## src/rtl/jtgng_sdram_rd.sv

```systemverilog
// SDRAM command sequencer: power-up init, toggle-triggered single-word reads,
// download writes and auto-refresh on a single-bank SDR SDRAM.
module jtgng_sdram_rd #(
    parameter int CAS_LAT   = 2,
    parameter int INIT_WAIT = 9600
) (
    input  logic        clk,
    input  logic        rst_n,
    input  logic        sdram_re,
    input  logic [21:0] sdram_addr,
    input  logic        autorefresh,
    input  logic        prog_we,
    input  logic [21:0] prog_addr,
    input  logic [15:0] prog_data,
    input  logic [1:0]  prog_mask,
    output logic        prog_ack,
    output logic [15:0] data_read,
    output logic        init_done,
    output logic [12:0] SDRAM_A,
    output logic [1:0]  SDRAM_BA,
    output logic        SDRAM_nCS,
    output logic        SDRAM_nRAS,
    output logic        SDRAM_nCAS,
    output logic        SDRAM_nWE,
    output logic        SDRAM_DQML,
    output logic        SDRAM_DQMH,
    input  logic [15:0] dq_in,
    output logic [15:0] dq_out,
    output logic        dq_oe
);

    localparam int CW = 16;

    localparam logic [3:0] CMD_INHIBIT = 4'b1111;
    localparam logic [3:0] CMD_NOP     = 4'b0111;
    localparam logic [3:0] CMD_ACT     = 4'b0011;
    localparam logic [3:0] CMD_READ    = 4'b0101;
    localparam logic [3:0] CMD_WRITE   = 4'b0100;
    localparam logic [3:0] CMD_PRE     = 4'b0010;
    localparam logic [3:0] CMD_REF     = 4'b0001;
    localparam logic [3:0] CMD_MRS     = 4'b0000;

    localparam logic [3:0] ST_WAIT   = 4'd0;
    localparam logic [3:0] ST_PREALL = 4'd1;
    localparam logic [3:0] ST_REF1   = 4'd2;
    localparam logic [3:0] ST_REF2   = 4'd3;
    localparam logic [3:0] ST_MRS    = 4'd4;
    localparam logic [3:0] ST_IDLE   = 4'd5;
    localparam logic [3:0] ST_ACT_RD = 4'd6;
    localparam logic [3:0] ST_ACT_WR = 4'd7;
    localparam logic [3:0] ST_REF    = 4'd8;

    // single-location writes, sequential burst of 1
    localparam logic [12:0] MODE_WORD = {3'b000, 1'b1, 2'b00, 3'(CAS_LAT), 1'b0, 3'b000};

    logic [3:0]    cmd;
    logic [1:0]    dqm;
    logic [3:0]    state;
    logic [CW-1:0] cnt;
    logic          re_last;
    logic [8:0]    col;

    assign {SDRAM_nCS, SDRAM_nRAS, SDRAM_nCAS, SDRAM_nWE} = cmd;
    assign SDRAM_DQMH = dqm[1];
    assign SDRAM_DQML = dqm[0];
    assign SDRAM_BA   = '0;

    always_ff @(posedge clk or negedge rst_n) begin
        if (!rst_n) begin
            state     <= ST_WAIT;
            cnt       <= '0;
            cmd       <= CMD_INHIBIT;
            SDRAM_A   <= '0;
            dqm       <= '1;
            dq_oe     <= 1'b0;
            dq_out    <= '0;
            data_read <= '0;
            init_done <= 1'b0;
            prog_ack  <= 1'b0;
            re_last   <= 1'b0;
            col       <= '0;
        end else begin
            cmd      <= CMD_NOP;
            dq_oe    <= 1'b0;
            prog_ack <= 1'b0;
            case (state)
                ST_WAIT: begin
                    if (cnt == CW'(INIT_WAIT - 1)) begin
                        state <= ST_PREALL;
                        cnt   <= '0;
                    end else begin
                        cnt <= cnt + CW'(1);
                    end
                end
                ST_PREALL: begin
                    if (cnt == '0) begin
                        cmd     <= CMD_PRE;
                        SDRAM_A <= 13'h0400;
                    end
                    if (cnt == CW'(2)) begin
                        state <= ST_REF1;
                        cnt   <= '0;
                    end else begin
                        cnt <= cnt + CW'(1);
                    end
                end
                ST_REF1, ST_REF2: begin
                    if (cnt == '0) cmd <= CMD_REF;
                    if (cnt == CW'(7)) begin
                        state <= (state == ST_REF1) ? ST_REF2 : ST_MRS;
                        cnt   <= '0;
                    end else begin
                        cnt <= cnt + CW'(1);
                    end
                end
                ST_MRS: begin
                    if (cnt == '0) begin
                        cmd     <= CMD_MRS;
                        SDRAM_A <= MODE_WORD;
                    end
                    if (cnt == CW'(2)) begin
                        state <= ST_IDLE;
                        cnt   <= '0;
                    end else begin
                        cnt <= cnt + CW'(1);
                    end
                end
                ST_IDLE: begin
                    init_done <= 1'b1;
                    dqm       <= '1;
                    cnt       <= '0;
                    // a pending edge is consumed only here, so none is lost while busy
                    if (sdram_re != re_last) begin
                        re_last <= sdram_re;
                        cmd     <= CMD_ACT;
                        SDRAM_A <= sdram_addr[21:9];
                        col     <= sdram_addr[8:0];
                        state   <= ST_ACT_RD;
                    end else if (autorefresh) begin
                        cmd   <= CMD_REF;
                        state <= ST_REF;
                    end else if (prog_we) begin
                        cmd     <= CMD_ACT;
                        SDRAM_A <= prog_addr[21:9];
                        col     <= prog_addr[8:0];
                        state   <= ST_ACT_WR;
                    end
                end
                ST_ACT_RD: begin
                    if (cnt == CW'(1)) begin
                        cmd     <= CMD_READ;
                        SDRAM_A <= {2'b00, 1'b1, 1'b0, col};
                        dqm     <= 2'b00;
                    end
                    if (cnt == CW'(CAS_LAT + 2)) begin
                        data_read <= dq_in;
                        state     <= ST_IDLE;
                    end else begin
                        cnt <= cnt + CW'(1);
                    end
                end
                ST_ACT_WR: begin
                    if (cnt == CW'(1)) begin
                        cmd      <= CMD_WRITE;
                        SDRAM_A  <= {2'b00, 1'b1, 1'b0, col};
                        dq_out   <= prog_data;
                        dq_oe    <= 1'b1;
                        dqm      <= prog_mask;
                        prog_ack <= 1'b1;
                    end
                    if (cnt == CW'(2)) dqm <= '1;
                    if (cnt == CW'(4)) begin
                        state <= ST_IDLE;
                    end else begin
                        cnt <= cnt + CW'(1);
                    end
                end
                ST_REF: begin
                    if (cnt == CW'(6)) begin
                        state <= ST_IDLE;
                    end else begin
                        cnt <= cnt + CW'(1);
                    end
                end
                default: begin
                    state <= ST_WAIT;
                    cnt   <= '0;
                end
            endcase
        end
    end

endmodule

```

## config.mk

```make
export PLATFORM = sky130hd
export DESIGN_NAME = jtgng_sdram_rd
export DESIGN_NICKNAME = d
export VERILOG_FILES = /design/src/rtl/jtgng_sdram_rd.sv
export SDC_FILE = /design/constraint.sdc
export NUM_CORES = 1
export LEC_CHECK = 0
export BUFFER_PORTS_ARGS = -buffer_cell sky130_fd_sc_hd__buf_2
export CAP_MARGIN = 20
export CORE_MARGIN = 2
export CORE_UTILIZATION = 50
export DETAILED_ROUTE_END_ITERATION = 16
export HOLD_SLACK_MARGIN = 0.02
export PLACE_DENSITY = 0.79
export SYNTH_ARGS = -nofsm -noshare
export SYNTH_HDL_FRONTEND = slang
export SYNTH_SLANG_ARGS = --single-unit
```

## constraint.sdc

```tcl
create_clock -name clk -period 3.38 [get_ports clk]
set_input_delay 0.676 -clock clk [delete_from_list [all_inputs] [get_ports clk]]
set_output_delay 0.676 -clock clk [all_outputs]
set_load 0.01 [all_outputs]
```

; Word level (Yosys, flattened, before mapping)
; Cells that the tools add are included.
[word_totals]
reg_bits = 83
out_inout_bits = 56
inputBits = 83
wordCells = 102
[op_classes]
mux = 42
reduce_logical = 16
n_eq_ne = 32
add_sub_neg = 1
[ops]
columns = operator, count
row1 = 16-bit 2-to-1 mux, 5
row2 = 16-bit case mux with 5 select lines, 1
row3 = 13-bit 2-to-1 mux, 6
row4 = 13-bit case mux with 4 select lines, 1
row5 = 16-bit by 3-bit equality test with 1-bit output (second input constant), 3
row6 = 4-bit 2-to-1 mux, 9
row7 = 4-bit case mux with 7 select lines, 1
row8 = 9-bit 2-to-1 mux, 3
row9 = 3-bit 2-to-1 mux, 7
row10 = 2-bit != test (second input constant), 10
row11 = 3-bit case mux with 6 select lines, 1
row12 = 16-bit by 1-bit adder with 16-bit output (second input constant), 1
row13 = 16-bit by 1-bit equality test with 1-bit output (second input constant), 1
row14 = 16-bit by 14-bit equality test with 1-bit output (second input constant), 1
row15 = 16-bit by 2-bit equality test with 1-bit output (second input constant), 1
row16 = 4-bit by 3-bit equality test with 1-bit output (second input constant), 4
row17 = 16-bit logical NOT, 1
row18 = 2-bit 2-to-1 mux, 5
row19 = 3-bit != test (second input constant), 3
row20 = 4-bit by 2-bit equality test with 1-bit output (second input constant), 2
row21 = 2-bit AND reduction, 4
row22 = 7-bit AND reduction, 1
row23 = 2-bit by 1-bit != test with 1-bit output (second input constant), 3
row24 = 2-bit case mux with 3 select lines, 1
row25 = other kinds (12), 16

; Depth between registers and ports, before layout
[logic_depth]
word_depth = 4
mapped_depth = 9

; Worst setup path before layout
; OpenSTA, ideal clock, no wires.
[synth_path]
path_kind = reg2reg
start = reg cnt[7]
end = reg dq_out[10]
path_buffers = 2
arrival_time_ps = 2043
path_stages_with_launch = 8
path_slack_ps = 1209
required_ps = 3252
setup_ps = 128
period_less_slack_ps = 2171
cell_sequence = dfrtp_1 > nor4_4 > and4b_1 > buf_4 > and4_1 > nand3_2 > buf_2 > mux2_1
[synth_between]
elab_chain_len = 2
[synth_lines]
columns = element, line_no
row1 = from (decl), 59  ; logic [CW-1:0] cnt;
row2 = from (signal assigned), 92  ; cnt <= cnt + CW'(1);
row3 = from (signal assigned), 104  ; cnt <= cnt + CW'(1);
row4 = from (signal assigned), 113  ; cnt <= cnt + CW'(1);
row5 = 16-bit by 1-bit equality test with 1-bit output, 163  ; if (cnt == CW'(1)) begin
row6 = 2-bit AND reduction (no line), -
row7 = to (signal assigned), 166  ; dq_out <= prog_data;
row8 = to (decl), 28  ; output logic [15:0] dq_out,
; Every way passes these cells.
; A chain may end at the register's enable or synchronous reset.

; Final worst setup path
[layout_path]
start = reg cnt[7]
end = reg data_read[9]
[layout_between]
elab_chain_len = 2
[layout_lines]
columns = element, line_no
row1 = 16-bit by 3-bit equality test with 1-bit output, 155  ; if (cnt == CW'(CAS_LAT + 2)) begin
row2 = 2-bit AND reduction (no line), -
row3 = to (signal assigned), 156  ; data_read <= dq_in;
row4 = to (decl), 17  ; output logic [15:0] data_read,
; Every way passes these cells.

==> key figures <==
Power and ir drop
  • Pint: 0.00254 W
  • VDD IR max: 289 uV
  • Switching pwr: 0.00175 W
  • Pwr/cell area: 850 mW/mm^2
  • Sw frac: 40.8%
  • Leak: 2.47 nW
  • Share of power burned in registers: 39.3%
  • Clock power share: 14.7%
  • Comb pwr share: 46.0%

STA
  • Slew HR: 48.7%
  • Ratio of final minimum period to clock period: 76.1%
  • Max-slew violations: 0
  • RSZ-0062 raised after global routing: false
  • Setup Viol. Count Final: 0
  • TNS Setup: 0 ns
  • Skew final: 0.0182 ns
  • Min cycle time layout: 2.57 ns
  • Fmax achieved: 389 MHz
  • Final hold viol count: 0
  • Setup WS post-layout: 0.808 ns
  • Least-Margin Pin Slew: 0.759 ns
  • Final hold slack: 0.236 ns

Worst setup path
  • Crit path arrival time: 2.80 ns
  • WS Path Type: reg -> reg
  • Worst Setup Start Kind: flip-flop
  • Worst-path fanout max: 16
  • CP endpoint kind: flip-flop
  • Worst reg2reg startpoint: cnt[7]
  • Crit path from: cnt[7]
  • CP Data Required Time: 3.60 ns
  • Flop-to-flop setup slack: 0.81 ns

Place
  • Detail Placement HPWL: 6930 microns
  • DP Worst Slack: 0.818 ns
  • GP Congestion: 0.905
  • # port buffers: 136

Route
  • Post-route DRC violation count: 0
  • Initial detailed-routing violation count: 305
  • Routed len/inst: 14.7 microns
  • WL final: 9170 microns
  • Vias/cell: 5.43
  • Remaining antenna violation count: 0
  • Vias: 3,376
  • Detailed Routing Iterations Pass 1: 6

Finish
  • Fin util: 62.4%
  • Nets: 599
  • Most common cell after layout, fill and taps aside: buf_2
  • Antenna diode count: 0
  • Synth-to-Final Area Change: 22.7%
  • Share of post-route cells with drive strength above 1: 35.0%
  • Commonest non-fill, non-tap cells in the layout: buf_2 (135), dfrtp_1 (77), nand2_1 (39)

Clocking
  • Number of hold buffers added after CTS: 0
  • Clock buffer depth: 2
  • CTS root buf: clkbuf_8
  • Post-CTS setup buffer count: 0
  • H-tree depth: 3
  • Clock Latency Late Sink: 0.34 ns
  • PostCTS Resize Cnt: 0
  • CTS tree: built
  • Sink Count: 83
  • CTS buffer count: 9
  • Clock Pin Slew Worst Setup and Hold Paths: 0.09 ns

Logic synthesis
  • Post-Syn Area: 0.00412 sq mm
  • Yosys cell types: 56
  • Async SR Flop Fraction: 100%
  • Flops & latches, synth: 83
  • Post-synth EDFFs: 0
  • Yosys warns: 0
  • Instance count of the mapped netlist: 384
  • Sequential share of the synthesized area: 50.7%
  • Most used DFF post-synth: dfrtp_1
  • Mapped Avg Cell Area: 10.7 sq um

Die
  • Die area: 0.00897 sq mm
  • Die Y: 94.7 microns
  • Chip width: 94.7 microns
  • Core ar.: 0.00809 sq mm
  • Starting Density: 50.9%
  • Top-Level Pins: 139
  • Number of cell rows: 33

Min path
  • HP Class: in -> async

Global routing
  • Global-route wire length before repair: 14,400 microns
  • Met2 Track Usage GR: 30.6%
  • Antenna violations before repair: 0
  • Gr busiest metal: met2
  • Vias in the first global route: 3,089
  • Largest net degree at the start of global routing: 84
  • GR Util met1: 29.3%
  • Global route overflow: 0
  • Overall Global Routing Usage: 20.6%
  • GR Layer Usage met3: 3.59%

Run status
  • Status: finished clean

Flow run
  • Max cap viols: 0
## power by group through the flow
stage          registers (W)  logic (W)  clock network, W
2_1_floorplan        0.00174    0.00128                 0
3_3_place_gp         0.00168    0.00191                 0
3_5_place_dp         0.00170    0.00198                 0
4_1_cts              0.00168    0.00198          0.000647
5_1_grt              0.00174    0.00219          0.000691
6_report             0.00169    0.00198          0.000631
## cells in the mapped netlist (3+ instances only)
cell       n  area [sq um]
buf_4      4          30.0
clkbuf_1  14          52.6
xor2_1     8          70.1
a21oi_1    5          25.0
and3_1     5          31.3
mux2i_1   21           210
o21ai_1    5          25.0
nand4_1    8          50.1
xnor2_1    8          70.1
a22o_1    10          87.6
ha_1       4          50.1
nor4_1     4          25.0
dfstp_2    6           158
nand3_1    5          25.0
buf_2      6          30.0
dfrtp_1   77          1930
nor3_1     7          35.0
nand2_1   39           146
nand2b_1   6          37.5
nor2_1    29           109
mux2_2    14           158
and4_1     4          35.0
mux2_1    21           236
o21ai_0   27           135
inv_1      9          33.8
nor2b_1    3          18.8
## critical path, cell delays in order, from the launching register on
cell	delay (ns)
dfrtp_1	0.46
nor4_4	0.36
and4b_1	0.39
and3_1	0.26
nand4b_2	0.47
mux2_1	0.51
## routing by layer
layer	routed length, microns	share of wire (%)
met3	802	8.7
met4	176	1.9
met1	3950	43
met5	0	0
met2	4240	46
## per-stage QoR
| step | std cells | instance area, sq um | total power, W |
|---|---|---|---|
| 2_1_floorplan | 386 | 4120 | 0.00302 |
| 3_3_place_gp | 605 | 4850 | 0.00359 |
| 3_5_place_dp | 605 | 4850 | 0.00368 |
| 4_1_cts | 621 | 5020 | 0.00431 |
| 5_1_grt | 622 | 5050 | 0.00463 |
| 6_report | 622 | 5050 | 0.00429 |
## kinds of logic after synthesis
family	count (synthesis)	share of synthesized area, %
simple gates	124	15.8
flops	83	50.7
compound gates	67	10.6
mux	56	14.7
buf+inv	33	3.56
xor+xnor	16	3.41
fa+ha+maj	4	1.22
other cells	1	0.0911
## layout make-up
class / count / area [sq um]
fillers: 688 / 3040
clock buffers: 10 / 128
well taps: 105 / 131
multi-input cells: 270 / 1900
inverters: 9 / 33.8
flip-flops and latches: 83 / 2080
repair buffers: 139 / 726
clock inverters: 6 / 48.8
## registers in the layout (all words and copies together), names as in the netlist
register	count
cnt	16
data_read	16
dq_out	16
SDRAM_A	13
col	9
cmd	4
state	4
dqm	2
dq_oe	1
init_done	1
re_last	1
## worst paths after layout
check,end,cells after the start
max,data_read[9],5
min,cnt[14],1
max reg2reg,data_read[9],5
min reg2reg,SDRAM_A[11],2
max in group asynchronous,cmd[2],2
min in group clk,SDRAM_A[11],2
Note: power is estimated with default switching activity, not from simulation.
